--- config.mk ---
export PLATFORM = sky130hd
export DESIGN_NAME = pad_stream_arbiter
export DESIGN_NICKNAME = d
export VERILOG_FILES = /design/src/rtl/pad_stream_arbiter.sv
export SDC_FILE = /design/constraint.sdc
export NUM_CORES = 1
export LEC_CHECK = 0
export CORE_UTILIZATION = 40
export DETAILED_ROUTE_END_ITERATION = 8
export GPL_ROUTABILITY_DRIVEN = 0
export PLACE_DENSITY = 0.85
export REMOVE_ABC_BUFFERS = 1
export SLEW_MARGIN = 20
export SYNTH_ARGS = -nofsm -noshare
export SYNTH_HDL_FRONTEND = slang
export SYNTH_SLANG_ARGS = --single-unit
--- constraint.sdc ---
create_clock -name clock -period 2.6 [get_ports clock]
set_input_delay 0.52 -clock clock [delete_from_list [all_inputs] [get_ports clock]]
set_output_delay 0.52 -clock clock [all_outputs]
set_load 0.03 [all_outputs]
--- src/rtl/pad_stream_arbiter.sv ---
// Round-robin arbiter between two valid/ready requesters of different widths,
// feeding one left-aligned (right-zero-padded or truncated) output register.
module pad_stream_arbiter #(
  parameter int A_WIDTH   = 8,
  parameter int B_WIDTH   = 12,
  parameter int OUT_WIDTH = 16,
  parameter int BURST     = 4
) (
  input  logic                 clock,
  input  logic                 resetn,
  input  logic                 a_valid,
  input  logic [A_WIDTH-1:0]   a_data,
  output logic                 a_ready,
  input  logic                 b_valid,
  input  logic [B_WIDTH-1:0]   b_data,
  output logic                 b_ready,
  output logic                 out_valid,
  output logic [OUT_WIDTH-1:0] out_data,
  output logic                 out_src,
  output logic                 out_inexact,
  input  logic                 out_ready
);

  localparam int MAX_W = (A_WIDTH > B_WIDTH) ? A_WIDTH : B_WIDTH;
  localparam int CNT_W = (BURST > 1) ? $clog2(BURST) : 1;

  // Returns {inexact, aligned}; d is zero-extended from its true width w.
  function automatic logic [OUT_WIDTH:0] align(input logic [MAX_W-1:0] d, input int w);
    logic [OUT_WIDTH-1:0] o;
    logic                 inx;
    int                   j;
    o   = '0;
    inx = 1'b0;
    for (int i = 0; i < OUT_WIDTH; i++) begin
      j = i + w - OUT_WIDTH;
      if (j >= 0 && j < MAX_W) o[i] = d[j];
    end
    for (int i = 0; i < MAX_W; i++) begin
      if (i < w - OUT_WIDTH) inx = inx | d[i];
    end
    return {inx, o};
  endfunction

  logic                 out_valid_q, out_valid_d;
  logic [OUT_WIDTH-1:0] out_data_q, out_data_d;
  logic                 out_src_q, out_src_d;
  logic                 out_inexact_q, out_inexact_d;
  logic                 last_q, last_d;
  logic                 fresh_q, fresh_d;
  logic [CNT_W-1:0]     cnt_q, cnt_d;

  logic                 load, gnt_a, gnt_b, keep;
  logic [OUT_WIDTH:0]   aligned;

  always_comb begin
    load  = ~out_valid_q | out_ready;
    // Right after reset nobody has a burst to keep, so contention goes to A.
    keep  = (int'(cnt_q) < BURST - 1) && !fresh_q;
    gnt_a = 1'b0;
    gnt_b = 1'b0;
    if (a_valid && b_valid) begin
      gnt_b = keep ? last_q : ~last_q;
      gnt_a = ~gnt_b;
    end else begin
      gnt_a = a_valid;
      gnt_b = b_valid;
    end
    a_ready = load & gnt_a;
    b_ready = load & gnt_b;

    aligned = gnt_b ? align(MAX_W'(b_data), B_WIDTH) : align(MAX_W'(a_data), A_WIDTH);

    out_valid_d   = out_valid_q;
    out_data_d    = out_data_q;
    out_src_d     = out_src_q;
    out_inexact_d = out_inexact_q;
    last_d        = last_q;
    fresh_d       = fresh_q;
    cnt_d         = cnt_q;
    if (load && (gnt_a || gnt_b)) begin
      out_valid_d   = 1'b1;
      out_data_d    = aligned[OUT_WIDTH-1:0];
      out_inexact_d = aligned[OUT_WIDTH];
      out_src_d     = gnt_b;
      fresh_d       = 1'b0;
      if (gnt_b == last_q) begin
        if (int'(cnt_q) < BURST - 1) cnt_d = cnt_q + CNT_W'(1);
      end else begin
        cnt_d  = '0;
        last_d = gnt_b;
      end
    end else if (load) begin
      out_valid_d = 1'b0;
    end
  end

  always_ff @(posedge clock or negedge resetn) begin
    if (!resetn) begin
      out_valid_q   <= 1'b0;
      out_data_q    <= '0;
      out_src_q     <= 1'b0;
      out_inexact_q <= 1'b0;
      last_q        <= 1'b1;
      fresh_q       <= 1'b1;
      cnt_q         <= '0;
    end else begin
      out_valid_q   <= out_valid_d;
      out_data_q    <= out_data_d;
      out_src_q     <= out_src_d;
      out_inexact_q <= out_inexact_d;
      last_q        <= last_d;
      fresh_q       <= fresh_d;
      cnt_q         <= cnt_d;
    end
  end

  assign out_valid   = out_valid_q;
  assign out_data    = out_data_q;
  assign out_src     = out_src_q;
  assign out_inexact = out_inexact_q;

endmodule

==> run metrics, run 1 <==
register area share after synthesis between 40% and 50%; routing usage on met1 19.40%; MaxCap Viol Count 0; CP Max Fanout 6; Worst-path clk slew 0.10 ns; Setup Total Neg Slack 0 ns; final design utilization 63.53%; cts bufs inserted 3; gr busiest metal met2; pin count of the biggest net entering global routing 19; EDFF count, synth 0; crit path cell chain ha_1 > nor2_2 > xnor2_1 > o211a_1 > dlygate4sd2_1; Core ar. 2233 sq um; footprint of the multi-input gates 449.2 sq um; chip width 51.05 um; Synth area leaders dfrtp_1, mux2i_1, a21oi_2, dfstp_2, nor2_1; reg-to-reg endpoint out_data[10]; WP data required ~2.1 ns; Starting Density 43.08%; CTS Sinks 18; synthesized area about 960 sq um; library cells used by synthesis 28; GRT Total Usage about 17%; reg2reg path depth 5; hold_sp cnt_q[0]; met3 usage 4.762%; # H-tree levels 1; reg2reg setup slack between 0.6 and 0.7 ns; clk buf depth 2; layout cell share with drive strength beyond 1 about a fifth; row cnt 17; Vias 766; final max-slew violation count 0; fillers 189; Slowest cell on crit path dfrtp_1; worst stage delay on the critical path 0.40 ns; P per Cell Area 672.7 nW/um^2; Tightest Pin Transition 0.7751 ns; FF+latch area 452.9 sq um; clock root buffer master clkbuf_4; Max VDD drop 0.0003806 V; vias in the first global route about 750; Reg-to-Reg Start cnt_q[0]; grt ovf 0; first-pass GRT wire length 3222 um; number of diodes 0; most frequent cells in the layout clkdlybuf4s50_1, dfrtp_1, nor2_1; LEAKAGE 0.0006344 uW; I/O Buffers 40; routed vias/inst 4.788; Min-Delay Endpoint cnt_q[0]; Startpoint Class flop; Final setup violation count 0; I/O pin count 46; Post-Syn Instances 87; skew final just under 0.006 ns; GRT met2 Usage 28.95%; area leader, netlist dfrtp_1; hold depth 1; outcome finished, final reports clean; WP data arrival ~1.9 ns; wire per inst 12.64 um; fin crit period roughly 2.5 ns; Avg Inst Size Synth 11.06 sq um; Final period util a little over nine tenths; post-route ant nets 0; WL final 2022 um; worst setup path class flop to output pin; RSZ-0062 raised after global routing false; commonest non-fill, non-tap cell in the layout clkdlybuf4s50_1; Ys Warns 0; Post-synth ARST share 100.0%; Worst-Skew Late Latency 0.30 ns; FMAX between 400 and 500 MHz; die height 51.05 um; area of the die ~2600 sq um; ys flop type dfrtp_1; Hold WC Path Type flop to flop; final hold violation count 0; 1st-iter DRT viols 7; endpoint class of the critical path output pin; Area Overhead vs Synth 47.46%; hold-fix buffers at CTS 0; CTS tree built; Synth top area share 41.61%; Pre-antenna DRT Iters 3; Slew HR about half; nets@finish 159; hpwl dp ~1600 um; Seq cells post-synth 18; antenna violations before repair 0; DRC viols 0
[Yosys cell counts (2+ instances only)]
cell and instances:
dfrtp_1 16, nor2_1 11, a21oi_2 8, mux2i_1 8, o21ai_0 7, buf_4 5
a22o_1 4, inv_1 3, nand2_1 3, a21o_1 2, a21oi_1 2, dfstp_2 2
[worst max-delay path: cells and delay by family (launching register included)]
kind                     cells  cell delay (ns)
adder cells (fa/ha/maj)      1             0.28
flip-flops                   1             0.40
XOR/XNOR                     1             0.17
buffers and inverters        1             0.40
AO/OA/AOI/OAI                1             0.17
AND/OR/NAND/NOR              1             0.22
[layer usage]
layer / up-vias / wire length, um
met5: - / 0
met4: 0 / 32
met3: 4 / 120
met2: 27 / 1000
met1: 351 / 869
li1: 384 / -
[power by group]
group / leakage [uW] / internal, uW / switching [uW]
sequential: 0.000209 / 335 / 32.7
combinational: 0.000404 / 191 / 221
clock: 0.0000210 / 85.5 / 89.3
[cell type report]
| class | count | area share [%] |
|---|---|---|
| timing repair buffer | 45 | 30.60 |
| clock buffer | 4 | 2.557 |
| sequential | 18 | 31.92 |
| tap | 28 | 2.469 |
| multi-input combinational | 62 | 31.66 |
| inverter | 3 | 0.7937 |
[per-stage QoR]
step                      instances  hold WS, ns  setup WS [ns]  area, sq um  total power (uW)
final                           160       0.4998         0.1487         1419             954.4
after global routing            160       0.5280        0.05277         1419              1010
after CTS                       160       0.5050        0.06033         1416             964.4
after detailed placement        156       0.4804        0.07563         1381             786.9
after global placement          156       0.4587         0.1024         1381             771.9
after floorplan                  83       0.2244         0.5326        910.9             612.4
[registers in the layout (all words and copies together) (netlist names)]
register and flops:
out_data 12, cnt_q 2, fresh_q 1, last_q 1
out_src 1, out_valid 1
[how the worst max path moves through the flow]
stage	from	endpoint	slack, ns	depth (start not counted)
floorplan	cnt_q[0]	b_ready	0.53	4
global placement	out_ready	a_ready	0.10	4
detailed placement	out_ready	a_ready	0.08	4
CTS	cnt_q[0]	a_ready	0.06	5
global route	cnt_q[0]	a_ready	0.05	5
finish	cnt_q[0]	a_ready	0.15	5
[cells by family after synthesis]
family / synth area share (%)
AO/OA/AOI/OAI: 24.19
AND/OR/NAND/NOR: 9.754
flip-flops: 47.07
buffers and inverters: 8.062
multiplexers: 8.323
adder cells (fa/ha/maj): 1.300
other: 0.3897
XOR/XNOR: 0.9104
[what timing repair did]
action / 4_1_cts / 5_1_grt
pin swaps: 0 / 0
endpoints found under the setup margin: 1 / 2
resized for setup: 1 / 1
setup buffers: 0 / 0
Note: power is estimated with default switching activity, not from simulation.
==> run 2: changes to the inputs <==
--- a/config.mk
+++ b/config.mk
@@ -5,6 +5,7 @@
 export SDC_FILE = /design/constraint.sdc
 export NUM_CORES = 1
 export LEC_CHECK = 0
+export CAP_MARGIN = 25
 export CORE_UTILIZATION = 40
 export DETAILED_ROUTE_END_ITERATION = 8
 export GPL_ROUTABILITY_DRIVEN = 0
==> results of run 2 <==
The final DEF is identical to that of run 1; final timing and power are the same.
